$ cat src/rtl/pci_target_mem_pkg.sv
`default_nettype none
// +----------------------------------------------------------------------+
// | pci_pkg : command codes, FSM states and wait-counter width shared by  |
// |           the PCI target and its word memory.                         |
// | Revision: 1.0                                                         |
// +----------------------------------------------------------------------+
package pci_pkg;

  localparam logic [3:0] PCI_CMD_READ  = 4'b0010;
  localparam logic [3:0] PCI_CMD_WRITE = 4'b0011;

  // Wide enough for the largest programmable wait-state count (7).
  localparam int WAIT_CNT_W = 3;

  typedef enum logic [2:0] {
    IDLE  = 3'd0,
    SKIP  = 3'd1,
    WR    = 3'd2,
    RD_TA = 3'd3,
    RD    = 3'd4,
    DISC  = 3'd5
  } pci_state_e;

endpackage : pci_pkg
`default_nettype wire

$ cat src/rtl/pci_target_mem_ram.sv
`default_nettype none
// +----------------------------------------------------------------------+
// | pci_tgt_ram : MEM_DEPTH x 32 word memory with per-byte write enables, |
// |               synchronous clear, async read port and debug port.      |
// | Revision: 1.0                                                         |
// +----------------------------------------------------------------------+
module pci_tgt_ram #(
  parameter int MEM_DEPTH = 4,
  parameter int AW        = $clog2(MEM_DEPTH)
) (
  input  logic          clk,
  input  logic          rst,
  input  logic          we_i,
  input  logic [3:0]    be_i,
  input  logic [AW-1:0] wr_idx_i,
  input  logic [31:0]   wr_data_i,
  input  logic [AW-1:0] rd_idx_i,
  output logic [31:0]   rd_data_o,
  input  logic [AW-1:0] dbg_idx_i,
  output logic [31:0]   dbg_data_o
);

  logic [31:0] mem_q [MEM_DEPTH];

  always_ff @(posedge clk) begin
    if (rst) begin
      for (int w = 0; w < MEM_DEPTH; w++) begin
        mem_q[w] <= 32'h0;
      end
    end else if (we_i) begin
      for (int b = 0; b < 4; b++) begin
        if (be_i[b]) begin
          mem_q[wr_idx_i][8*b +: 8] <= wr_data_i[8*b +: 8];
        end
      end
    end
  end

  assign rd_data_o  = mem_q[rd_idx_i];
  assign dbg_data_o = mem_q[dbg_idx_i];

endmodule : pci_tgt_ram
`default_nettype wire

$ cat src/rtl/pci_target_mem.sv
`default_nettype none
// +----------------------------------------------------------------------+
// | pci_target_mem : PCI target (read/write) fronting a byte-enabled word |
// |   memory; optional disconnect-at-end via PCI_TGT_DISCONNECT_EN.       |
// | Revision: 1.0                                                         |
// +----------------------------------------------------------------------+
module pci_target_mem
  import pci_pkg::*;
#(
  parameter logic [31:0] ADDR_BASE   = 32'h0000_0010,
  parameter int          MEM_DEPTH   = 4,
  parameter int          WAIT_STATES = 0,
  localparam int         AW          = $clog2(MEM_DEPTH)
) (
  input  logic          clk,
  input  logic          rst,
  input  logic          frame_n,
  input  logic          irdy_n,
  input  logic [3:0]    cbe_n,
  input  logic [31:0]   ad_in,
  output logic [31:0]   ad_out,
  output logic          ad_oe,
  output logic          devsel_n,
  output logic          trdy_n,
  output logic          stop_n,
  input  logic [AW-1:0] dbg_idx,
  output logic [31:0]   dbg_data
);

`ifdef PCI_TGT_DISCONNECT_EN
  localparam bit DISC_EN = 1'b1;
`else
  localparam bit DISC_EN = 1'b0;
`endif

  localparam logic [AW-1:0] LAST_IDX = AW'(MEM_DEPTH - 1);

  pci_state_e            state_q, state_d;
  logic [AW-1:0]         idx_q, idx_d, idx_inc, rd_idx;
  logic [WAIT_CNT_W-1:0] wcnt_q, wcnt_d;
  logic                  devsel_q, devsel_d, trdy_q, trdy_d;
  logic                  stop_q, stop_d, oe_q, oe_d;
  logic [31:0]           ad_out_q, ad_out_d, rd_data;
  logic                  hit, xfer, bus_idle, ram_we;
  logic                  unused_ad_lsb;

  assign hit      = (ad_in[31:AW+2] == ADDR_BASE[31:AW+2]);
  assign idx_inc  = idx_q + AW'(1);
  assign xfer     = !irdy_n && !trdy_q && (state_q == WR || state_q == RD);
  assign bus_idle = frame_n && irdy_n;
  assign ram_we   = xfer && (state_q == WR);
  assign unused_ad_lsb = ^ad_in[1:0];

  // With no wait states the next read word must be presented on the same
  // edge as the transfer, so look one word ahead.
  assign rd_idx = (WAIT_STATES == 0 && state_q == RD) ? idx_inc : idx_q;

  always_comb begin
    state_d  = state_q;
    idx_d    = idx_q;
    wcnt_d   = wcnt_q;
    devsel_d = devsel_q;
    trdy_d   = trdy_q;
    stop_d   = stop_q;
    oe_d     = oe_q;
    ad_out_d = ad_out_q;

    case (state_q)
      IDLE: begin
        if (!frame_n) begin
          if (hit && cbe_n == PCI_CMD_WRITE) begin
            state_d  = WR;
            idx_d    = ad_in[AW+1:2];
            devsel_d = 1'b0;
            trdy_d   = 1'b0;
          end else if (hit && cbe_n == PCI_CMD_READ) begin
            state_d  = RD_TA;
            idx_d    = ad_in[AW+1:2];
            devsel_d = 1'b0;
            oe_d     = 1'b1;
          end else begin
            state_d = SKIP;
          end
        end
      end

      SKIP: begin
        if (bus_idle) state_d = IDLE;
      end

      RD_TA: begin
        if (bus_idle) begin
          state_d = IDLE;
        end else begin
          state_d  = RD;
          trdy_d   = 1'b0;
          ad_out_d = rd_data;
        end
      end

      WR, RD: begin
        if (bus_idle) begin
          state_d = IDLE;
        end else if (xfer) begin
          if (frame_n) begin
            state_d = IDLE;
          end else if (DISC_EN && idx_q == LAST_IDX) begin
            state_d = DISC;
            stop_d  = 1'b0;
            trdy_d  = 1'b1;
          end else begin
            idx_d = idx_inc;
            if (WAIT_STATES != 0) begin
              trdy_d = 1'b1;
              wcnt_d = WAIT_CNT_W'(WAIT_STATES);
            end else if (state_q == RD) begin
              ad_out_d = rd_data;
            end
          end
        end else if (trdy_q && wcnt_q != '0) begin
          wcnt_d = wcnt_q - WAIT_CNT_W'(1);
          if (wcnt_q == WAIT_CNT_W'(1)) begin
            trdy_d = 1'b0;
            if (state_q == RD) ad_out_d = rd_data;
          end
        end
      end

      DISC: begin
        if (frame_n) state_d = IDLE;
      end

      default: state_d = IDLE;
    endcase

    // Every path back to IDLE releases the bus in the same cycle.
    if (state_d == IDLE) begin
      idx_d    = idx_q;
      wcnt_d   = '0;
      devsel_d = 1'b1;
      trdy_d   = 1'b1;
      stop_d   = 1'b1;
      oe_d     = 1'b0;
      ad_out_d = 32'h0;
    end
  end

  always_ff @(posedge clk) begin
    if (rst) begin
      state_q  <= IDLE;
      idx_q    <= '0;
      wcnt_q   <= '0;
      devsel_q <= 1'b1;
      trdy_q   <= 1'b1;
      stop_q   <= 1'b1;
      oe_q     <= 1'b0;
      ad_out_q <= 32'h0;
    end else begin
      state_q  <= state_d;
      idx_q    <= idx_d;
      wcnt_q   <= wcnt_d;
      devsel_q <= devsel_d;
      trdy_q   <= trdy_d;
      stop_q   <= stop_d;
      oe_q     <= oe_d;
      ad_out_q <= ad_out_d;
    end
  end

  pci_tgt_ram #(
    .MEM_DEPTH (MEM_DEPTH),
    .AW        (AW)
  ) u_ram (
    .clk        (clk),
    .rst        (rst),
    .we_i       (ram_we),
    .be_i       (~cbe_n),
    .wr_idx_i   (idx_q),
    .wr_data_i  (ad_in),
    .rd_idx_i   (rd_idx),
    .rd_data_o  (rd_data),
    .dbg_idx_i  (dbg_idx),
    .dbg_data_o (dbg_data)
  );

  assign ad_out   = ad_out_q;
  assign ad_oe    = oe_q;
  assign devsel_n = devsel_q;
  assign trdy_n   = trdy_q;
  assign stop_n   = stop_q;

endmodule : pci_target_mem
`default_nettype wire

$ cat config.mk
export PLATFORM = sky130hd
export DESIGN_NAME = pci_target_mem
export DESIGN_NICKNAME = d
export VERILOG_FILES = /design/src/rtl/pci_target_mem_pkg.sv /design/src/rtl/pci_target_mem_ram.sv /design/src/rtl/pci_target_mem.sv
export SDC_FILE = /design/constraint.sdc
export NUM_CORES = 1
export LEC_CHECK = 0
export ABC_CLOCK_PERIOD_IN_PS = 5700
export BUFFER_PORTS_ARGS = -buffer_cell sky130_fd_sc_hd__buf_4
export CORE_MARGIN = 1
export CORE_UTILIZATION = 48
export DETAILED_ROUTE_END_ITERATION = 8
export PLACE_DENSITY = 0.68
export SYNTH_ARGS = -nofsm -noshare
export SYNTH_HDL_FRONTEND = slang
export SYNTH_HIERARCHICAL = 1
export SYNTH_SLANG_ARGS = --single-unit
$ cat constraint.sdc
create_clock -name clk -period 5.7 [get_ports clk]
set_input_delay 0.285 -clock clk [delete_from_list [all_inputs] [get_ports clk]]
set_output_delay 0.285 -clock clk [all_outputs]
set_load 0.02 [all_outputs]
-- Yosys cells after proc, flatten, opt, wreduce, memory -nomap -nowiden
Memories as Yosys holds them, arrays and structs flattened.
Index checks and enable logic that the tools add are counted.
- bits of input ports: 42
- memory bits (writable): 128
- memories: 1
- output and inout bits: 68
- logic and storage cells: 120
- bits in registers: 43
- bitwise logic cells: 6
- reduce and logical (&&, ||, !) cells: 26
- equality and inequality tests: 22
- muxes and demuxes: 56
- add/subtract/negate cells: 2
- memory list (name ; depth ; width ; read ports ; clocked after Yosys merged registers in ; write ports ; line ; source):
    u_ram.mem_q ; 4 ; 32 ; 2 ; 0 ; 4 ; pci_target_mem_ram.sv:23 ; logic [31:0] mem_q [MEM_DEPTH];
- operator list (kind ; number):
    $mux W32 ; 8
    $pmux W32 S2 ; 1
    $reduce_or A32 Y1 ; 1
    $eq A28 B1 Y1 const B ; 1
    $mux W1 ; 27
    $mux W2 ; 10
    $mux W3 ; 6
    $ne A2 B2 Y1 const B ; 9
    $pmux W3 S5 ; 1
    $ne A3 B3 Y1 const B ; 4
    $eq A4 B2 Y1 const B ; 2
    $reduce_and A4 Y1 ; 2
    $reduce_and A8 Y1 ; 1
    $logic_and A1 B1 Y1 ; 7
    $reduce_and A7 Y1 ; 1
    $eq A3 B1 Y1 const B ; 2
    $eq A3 B2 Y1 const B ; 2
    $eq A3 B3 Y1 const B ; 2
    $logic_not A3 Y1 ; 2
    $reduce_and A6 Y1 ; 1
    $reduce_bool A2 Y1 ; 3
    $reduce_bool A3 Y1 ; 2
    $not A1 Y1 ; 5
    $mux W4 ; 1
    other kinds (9) ; 11

-- Depth between registers and ports, before layout
Gate-level depths: netlist (run 1).
- depth after elaboration: 9
- mapped depth: 8
- mapped depth without buffers: 7

-- Cells and area by module
Netlist (run 1), hierarchy kept.
- modules (own cells, without submodules) (module ; cells an instance ; instances ; seq. area each (um^2) ; area each (um^2)):
    pci_tgt_ram ; 434 ; 1 ; 3843.7 ; 6597.6
    pci_target_mem ; 213 ; 1 ; 860.8 ; 2062.0

-- Worst setup path after synthesis (run 1)
Ideal clock, no wire load.
- path kind: register to register
- start point: register trdy_q, in the netlist trdy_n
- end point: memory u_ram.mem_q[3][0] (enable)
- required time: 5.322 ns
- setup time: 0.378 ns
- cell stages (with the launch flop): 6
- arrival time: 1.825 ns
- clock period less this slack: 2.203 ns
- buffers on the path: 2
- setup slack: 3.497 ns
- cell sequence: dfxtp_1 > buf_4 > nor4_1 > buf_2 > a21oi_1 > a31oi_1
- RTL lines (item ; line ; source):
    start: declaration ; pci_target_mem.sv:41 ; logic devsel_q, devsel_d, trdy_q, trdy_d;
    start signal: assignment ; pci_target_mem.sv:163 ; trdy_q <= trdy_d;
    end: declaration ; pci_target_mem_ram.sv:23 ;

==> results of run 1 <==
[kinds of logic (layout without fill, tap and decap cells)]
logic type / count (synthesis) / after routing / share of synthesized area
simple gates: 230 / 230 / 0.1484
flops: 171 / 171 / 0.5433
mux: 98 / 98 / 0.2060
buf+inv: 93 / 181 / 0.05144
compound gates: 47 / 47 / 0.04205
xor+xnor: 4 / 4 / 0.004046
fa+ha+maj: 3 / 3 / 0.004335
other cells: 1 / 1 / 0.0004330
[registers in the layout, summed over array words and instances (netlist names)]
| signal | count |
|---|---|
| trdy_n | 1 |
| idx_q | 2 |
| u_ram/mem_q | 128 |
| devsel_n | 1 |
| ad_oe | 1 |
| state_q | 3 |
| ad_out | 32 |
| wcnt_q | 3 |
[final cells by class]
type / instances / area share
clock inverters: 10 / 0.01587
flip-flops and latches: 171 / 0.4624
well taps: 225 / 0.02767
multi-input cells: 383 / 0.3490
clock buffers: 22 / 0.04760
repair buffers: 115 / 0.08486
inverters: 34 / 0.01254
[power by group through the flow]
| stage | clock (mW) | sequential [mW] | combinational [mW] |
|---|---|---|---|
| 2_1_floorplan | 0 | 1.40 | 0.171 |
| 3_3_place_gp | 0 | 1.41 | 0.260 |
| 3_5_place_dp | 0 | 1.41 | 0.264 |
| 4_1_cts | 1.27 | 1.39 | 0.264 |
| 5_1_grt | 1.31 | 1.39 | 0.280 |
| 6_report | 1.26 | 1.39 | 0.264 |
[worst max path at each step]
| stage | endpoint | slack [ns] | cells past startpoint |
|---|---|---|---|
| 2_1_floorplan | u_ram/mem_q[3][0] | 3.50 | 5 |
| 3_3_place_gp | u_ram/mem_q[3][4] | 2.49 | 4 |
| 3_5_place_dp | u_ram/mem_q[3][5] | 2.37 | 4 |
| 4_1_cts | u_ram/mem_q[2][11] | 2.32 | 4 |
| 5_1_grt | u_ram/mem_q[2][11] | 1.98 | 4 |
| 6_report | u_ram/mem_q[2][11] | 2.19 | 4 |
[layer usage]
metal  wire [microns]  vias to the layer above  part of all wire  GRT usage
met1             8766                     2989              0.40     0.3124
met2            11090                      301              0.50     0.4177
met4              474                        0             0.022    0.09568
met5                0                        -                 0          0
li1                 -                     2637                 -          -
met3             1658                       40             0.075    0.04586
[worst max-delay path: cells and delay by family (launching register included)]
family	cells	cell delay, ns
flip-flops	1	0.55
AND/OR/NAND/NOR	4	2.73
[cells in the final DEF, fill, tap and decap left out, types with 2 or more instances in the layout]
master and n:
edfxtp_1 128, nor4b_1 2, nor3_1 49, inv_1 34
clkbuf_16 17, mux2_2 2, mux4_2 64, nor2b_1 4
o21a_1 2, ha_1 3, xnor2_1 2, nand2b_1 17
nand4b_1 2, nand3b_1 2, bufinv_16 4, nor3b_1 8
a21boi_0 2, a31o_2 3, clkbuf_8 4, mux2i_1 32
o21bai_1 6, nand2b_2 2, nor4_1 29, dfxtp_1 43
clkinvlp_4 2, o21ai_0 5, a21oi_1 10, nor2_1 61
buf_4 115, nand2_1 7, a31oi_1 5, nand4_1 3
and3_1 34, a21o_1 3
==> run metrics, run 1 <==
status finished clean; first-pass GRT wire length 33.37 mm; largest fanout on the critical path 24; Top Ports 110; Post-synth EDFFs 128; Flop pwr share 0.477; switching power 649.7 uW; Hold Vio Cnt, Final 0; CP startpoint state_q[1]; Post-CTS Hold Buffers 0; CP max stage delay 1.12 ns; Final Skew 0.009683 ns; placed cell areas 9528 sq um; R2R setup slack 2.19 ns; R2R Path End u_ram/mem_q[2][11]; Leakage Power 3.705 nW; final setup violation count 0; Total GRT Usage 0.2464; layout cell share with drive strength beyond 1 0.3116; area share of the largest cell type after synthesis 0.4439; post-layout min period 3.508 ns; type of the worst setup path flop to flop; Die Y 136.3 microns; DP Cell Count 928; Rows 48; Via density 6.216; asr flop ratio synth 0; Tot Pwr 2.908 mW; clock power share 0.432; fin crit share 0.6154; post-route ant nets 0; syn avg cell area 13.38 sq um; Post-synth top cells edfxtp_1, mux4_2, nor2_1; RD Place Congestion 0.8162; Worst Path Required 5.90 ns; VDD IR max 206.0 uV; initial antenna violation count 0; Min Hold Slack 0.1683 ns; total core area 17,480 sq um; final setup margin 2.192 ns; RSZ-0062 raised after global routing false; Yosys warning count 6; Clock Pin Slew Worst Setup and Hold Paths 0.06 ns; min-delay worst type primary input to flop; clock buffer depth 2; count leader, synth edfxtp_1; Inserted Clock Buffers 17; CTS tree yes; Setup crit start kind flop; routed len/inst 22.91 microns; final core occ 0.5821; Logic pwr share 0.091; setup_tns 0 ns; Synth Cell Area 8660 sq um; Remaining Overflow, GRT 0; slowest CP cell nand3b_1; Final Cell Area 10,170 sq um; area of the multi-input gates 3551 sq um; Seq cells post-synth 171; Synth cell types 56; routed wire length 21.99 mm; hold path cells 4; fill cell count 1,380; ys flop type edfxtp_1; clock root cell clkbuf_16; Final #Nets 767; post-synthesis sequential area ratio 0.5433; area leader, netlist edfxtp_1; HP Start cbe_n[0]; Synth-to-Final Area Change 17.48%; Hold Path End ad_oe; H-tree depth 4; vias in the first global route 6,079; worst-path cell chain nand2b_2 -> nor4_2 -> nand3b_1 -> nor3_1; Int Power 2.258 mW; Post-Syn Instances 647; # DRC 0; dpl hpwl 14.49 mm; Worst EP arrival 3.71 ns; initial cell density of the core 0.4955; Cell Pwr Density 285.8 nW/um^2; top cells by area, synth edfxtp_1, mux4_2, dfxtp_1; Die X 136.3 microns; Critical R2R Launch state_q[1]; post-CTS setup buffer count 0; CTS sink cnt 171; worst slew pin tran 1.303 ns; clock latency on the worst-skew pair 0.43 ns; MaxCap Viol Count 0; FMAX 285.1 MHz; Reg2Reg Depth 4; Post-Place Setup Slack 2.375 ns; Sw Ratio 0.2234; FF+latch area 4705 sq um; Final Slew Violations 0; Post-Layout Cell Count 960; 1st-iter DRT viols 499; # port buffers 108; Max-slew headroom 0.1288; pin count of the biggest net entering global routing 43; Worst Setup End Kind flop; n_diodes 0; Die Area 18,580 sq um; Synth Net Count 692; Vias 5,967; 1st-pass router iterations 5; post-CTS resize count 0
Power figures use the tool's default switching activity.
==> run 2: changes to the inputs <==
--- a/config.mk
+++ b/config.mk
@@ -5,7 +5,7 @@
 export SDC_FILE = /design/constraint.sdc
 export NUM_CORES = 1
 export LEC_CHECK = 0
-export ABC_CLOCK_PERIOD_IN_PS = 5700
+export ABC_CLOCK_PERIOD_IN_PS = 3500
 export BUFFER_PORTS_ARGS = -buffer_cell sky130_fd_sc_hd__buf_4
 export CORE_MARGIN = 1
 export CORE_UTILIZATION = 48
==> constraint.sdc (replaced) <==
create_clock -name clk -period 3.5 [get_ports clk]
set_input_delay 0.175 -clock clk [delete_from_list [all_inputs] [get_ports clk]]
set_output_delay 0.175 -clock clk [all_outputs]
set_load 0.02 [all_outputs]
==> run metrics, run 2 (synthesis results as in run 1) <==
status finished clean; VDD IR max 387.8 uV; Tot Pwr 4.649 mW; Final Cell Area 10,260 sq um; placed cell areas 9646 sq um; setup_tns 0 ns; final core occ 0.5868; 1st-pass router iterations 7; most frequent cells in the layout buf_4, edfxtp_1, mux4_2; first-pass GRT wire length 33.20 mm; min-delay worst type primary input to flop; layout cell share with drive strength beyond 1 0.3204; MaxCap Viol Count 0; routed wire length 22.13 mm; Rows 48; post-CTS setup buffer count 0; post-layout min period 2.776 ns; CTS sink cnt 171; RSZ-0062 raised after global routing false; clock buffer depth 2; DP Cell Count 942; Worst Path Required 3.77 ns; Top Ports 110; Min Hold Slack 0.05656 ns; Via density 6.084; n_diodes 0; Final #Nets 781; clock latency on the worst-skew pair 0.42 ns; fin crit share 0.7931; pin count of the biggest net entering global routing 48; post-CTS resize count 0; post-route ant nets 0; Post-CTS Hold Buffers 0; Synth-to-Final Area Change 18.44%; Final Slew Violations 0; initial antenna violation count 0; initial cell density of the core 0.4955; Die Area 18,580 sq um; Max-slew headroom 0.2141; largest register by flop count u_ram/mem_q; Clock Pin Slew Worst Setup and Hold Paths 0.06 ns; routed len/inst 22.72 microns; type of the worst setup path flop to flop; worst slew pin tran 1.179 ns; RD Place Congestion 0.8185; Die Y 136.3 microns; Vias 5,926; largest fanout on the critical path 22; Final Skew 0.007466 ns; # port buffers 108; 1st-iter DRT viols 448; Post-Layout Cell Count 974; Inserted Clock Buffers 17; final setup margin 0.7243 ns; clock root cell clkbuf_16; Remaining Overflow, GRT 0; Total GRT Usage 0.2475; Largest register FFs 128; # DRC 0; final setup violation count 0; H-tree depth 4; Die X 136.3 microns; CTS tree yes; dpl hpwl 14.20 mm; FMAX 360.3 MHz; total core area 17,480 sq um; Hold Vio Cnt, Final 0; Post-Place Setup Slack 0.7436 ns; Setup crit start kind flop; vias in the first global route 5,993; Leakage Power 3.767 nW; Cell Pwr Density 453.3 nW/um^2; Worst EP arrival 3.04 ns; Worst Setup End Kind flop
-- run 2: changes by cell type in the layout (fill, tap and decap cells not counted), sizes merged --
cell,previous run,this run
buf,115,129
clkbuf,22,25
clkinvlp,2,0
bufinv,4,3
clkinv,3,4
inv,35,34
-- run 2: layout make-up --
class	count	area [sq um]
clock buffers	25	496.7
repair buffers	129	980.9
flip-flops and latches	171	4705
fillers	1379	7221
well taps	225	281.5
clock inverters	7	113.9
multi-input cells	383	3551
inverters	34	127.6
-- run 2: worst max-delay path, stage by stage, from the launching register on --
cell and delay, ns:
dfxtp_1 0.53, nor3b_4 0.42, nand2_1 0.15, xnor2_2 0.69, buf_12 0.29, mux4_2 0.32
mux2i_1 0.14, nor2_1 0.06
-- run 2: path summary, 6_finish.rpt --
kind | from | end | slack (ns) | depth (start not counted)
worst min register to register | devsel_n | devsel_n | 0.46 | 1
worst max-delay path | state_q[2] | ad_out[16] | 0.72 | 7
worst max register to register | state_q[2] | ad_out[16] | 0.72 | 7
worst min-delay path | cbe_n[0] | state_q[0] | 0.06 | 3
-- run 2: power breakdown --
group          switching (mW)  internal (mW)
clock                   0.748           1.20
combinational           0.250          0.190
sequential             0.0338           2.22
total                    1.03           3.62
-- run 2: metal layers --
| metal | vias to the layer above | GRT usage | wire, microns |
|---|---|---|---|
| met5 | - | 0 | 0 |
| met4 | 0 | 0.08457 | 444 |
| met3 | 36 | 0.05257 | 1630 |
| met2 | 273 | 0.4168 | 11280 |
| met1 | 2942 | 0.3167 | 8774 |
| li1 | 2675 | - | - |
==> run 3: changes to the inputs <==
--- a/config.mk
+++ b/config.mk
@@ -5,7 +5,7 @@
 export SDC_FILE = /design/constraint.sdc
 export NUM_CORES = 1
 export LEC_CHECK = 0
-export ABC_CLOCK_PERIOD_IN_PS = 3500
+export ABC_CLOCK_PERIOD_IN_PS = 2600
 export BUFFER_PORTS_ARGS = -buffer_cell sky130_fd_sc_hd__buf_4
 export CORE_MARGIN = 1
 export CORE_UTILIZATION = 48
==> constraint.sdc (replaced) <==
create_clock -name clk -period 2.6 [get_ports clk]
set_input_delay 0.13 -clock clk [delete_from_list [all_inputs] [get_ports clk]]
set_output_delay 0.13 -clock clk [all_outputs]
set_load 0.02 [all_outputs]
==> run metrics, run 3 (synthesis results as in run 1) <==
status finished clean; R2R setup slack 0.19 ns; Synth-to-Final Area Change 18.94%; type of the worst setup path flop to flop; final setup violation count 0; H-tree depth 4; Final Slew Violations 0; hold path cells 4; min-delay worst type primary input to flop; clock latency on the worst-skew pair 0.43 ns; Post-CTS Hold Buffers 0; post-CTS resize count 0; Worst Setup End Kind flop; post-layout min period 2.406 ns; Cell Pwr Density 575.0 nW/um^2; Via density 6.075; Inserted Clock Buffers 17; Rows 48; Top Ports 110; CTS tree yes; Die Area 18,580 sq um; Critical R2R Launch state_q[1]; 1st-iter DRT viols 441; Total GRT Usage 0.2518; initial antenna violation count 0; routed wire length 22.15 mm; Die Y 136.3 microns; worst-path cell chain nand2b_2 -> nor4_2 -> buf_4 -> nand2b_1 -> o21bai_1; Final #Nets 796; vias in the first global route 6,176; setup_tns 0 ns; Top Family by Delay on Critical Path compound AO/OA/AOI/OAI gates; Max-slew headroom 0.3875; Setup crit start kind flop; clock buffer depth 2; Logic pwr share 0.103; Leakage Power 3.798 nW; commonest non-fill, non-tap cell in the layout buf_4; initial cell density of the core 0.4955; total core area 17,480 sq um; clock root cell clkbuf_16; MaxCap Viol Count 0; Hold Vio Cnt, Final 0; VDD IR max 483.7 uV; switching power 1.369 mW; Vias 6,008; Clock Pin Slew Worst Setup and Hold Paths 0.06 ns; Remaining Overflow, GRT 0; pin count of the biggest net entering global routing 43; fin crit share 0.9253; 1st-pass router iterations 5; HP Start cbe_n[0]; Final Skew 0.008069 ns; Post-Place Setup Slack 0.2276 ns; Reg2Reg Depth 5; CP max stage delay 0.73 ns; Int Power 4.554 mW; Min Hold Slack 0.02622 ns; # DRC 0; clock power share 0.384; Flop pwr share 0.513; slowest CP cell o21bai_1; R2R Path End u_ram/mem_q[0][3]; largest fanout on the critical path 14; Worst EP arrival 2.46 ns; most frequent cells in the layout buf_4, edfxtp_1, mux4_2; CTS sink cnt 171; first-pass GRT wire length 34.05 mm; RD Place Congestion 0.8977; n_diodes 0; post-route ant nets 0; post-CTS setup buffer count 0; final setup margin 0.1942 ns; Die X 136.3 microns; Hold Path End ad_oe; routed len/inst 22.40 microns; FMAX 415.7 MHz; layout cell share with drive strength beyond 1 0.3298; Worst Path Required 2.65 ns; worst slew pin tran 0.9169 ns; dpl hpwl 14.66 mm; Worst Path Buf+Inv 1; RSZ-0062 raised after global routing false; Sw Ratio 0.2311; Largest register FFs 128; largest register by flop count u_ram/mem_q; # port buffers 108
run 3: worst reg2reg max path: cells and delay by family, from the launching register on:
kind | cells | cell delay (ns)
AND/OR/NAND/NOR | 3 | 0.50
flip-flops | 1 | 0.55
buffers and inverters | 1 | 0.24
AO/OA/AOI/OAI | 1 | 0.73
run 3: area by class of cell:
cell class / count / area, sq um
fill: 1426 / 7177
sequential: 171 / 4705
multi-input combinational: 383 / 3551
timing repair buffer: 144 / 1119
clock buffer: 28 / 496.7
tap: 225 / 281.5
inverter: 34 / 127.6
clock inverter: 4 / 20.02
run 3: power by group through the flow:
stage	logic, mW	clock network [mW]	registers, mW
after floorplan	0.374	0	3.07
after global placement	0.602	0	3.09
after detailed placement	0.610	0	3.10
after CTS	0.613	2.32	3.04
after global routing	0.649	2.41	3.05
final	0.611	2.27	3.04
run 3: how the worst max path moves through the flow:
stage	start	to	depth (start not counted)
detailed placement	state_q[2]	ad_out[4]	6
global route	state_q[2]	ad_out[26]	6
finish	state_q[1]	u_ram/mem_q[0][3]	5
CTS	state_q[1]	u_ram/mem_q[0][3]	5
global placement	state_q[1]	u_ram/mem_q[0][3]	5
floorplan	trdy_n	u_ram/mem_q[3][0]	5
run 3: stage by stage:
stage                     area [sq um]    util  cells  total power [mW]
after floorplan                   8660       -    647             3.449
after global placement            9783  0.5598    957             3.692
after detailed placement          9783  0.5598    957             3.707
after CTS                        10300  0.5893    989             5.970
after global routing             10300  0.5893    989             6.111
final                            10300  0.5893    989             5.923
run 3: layer usage:
layer | GRT usage | vias to the layer above | share of wire
li1 | - | 2700 | -
met1 | 0.3208 | 3008 | 0.40
met2 | 0.4174 | 266 | 0.50
met3 | 0.06189 | 34 | 0.081
met4 | 0.08951 | 0 | 0.019
met5 | 0 | - | 0
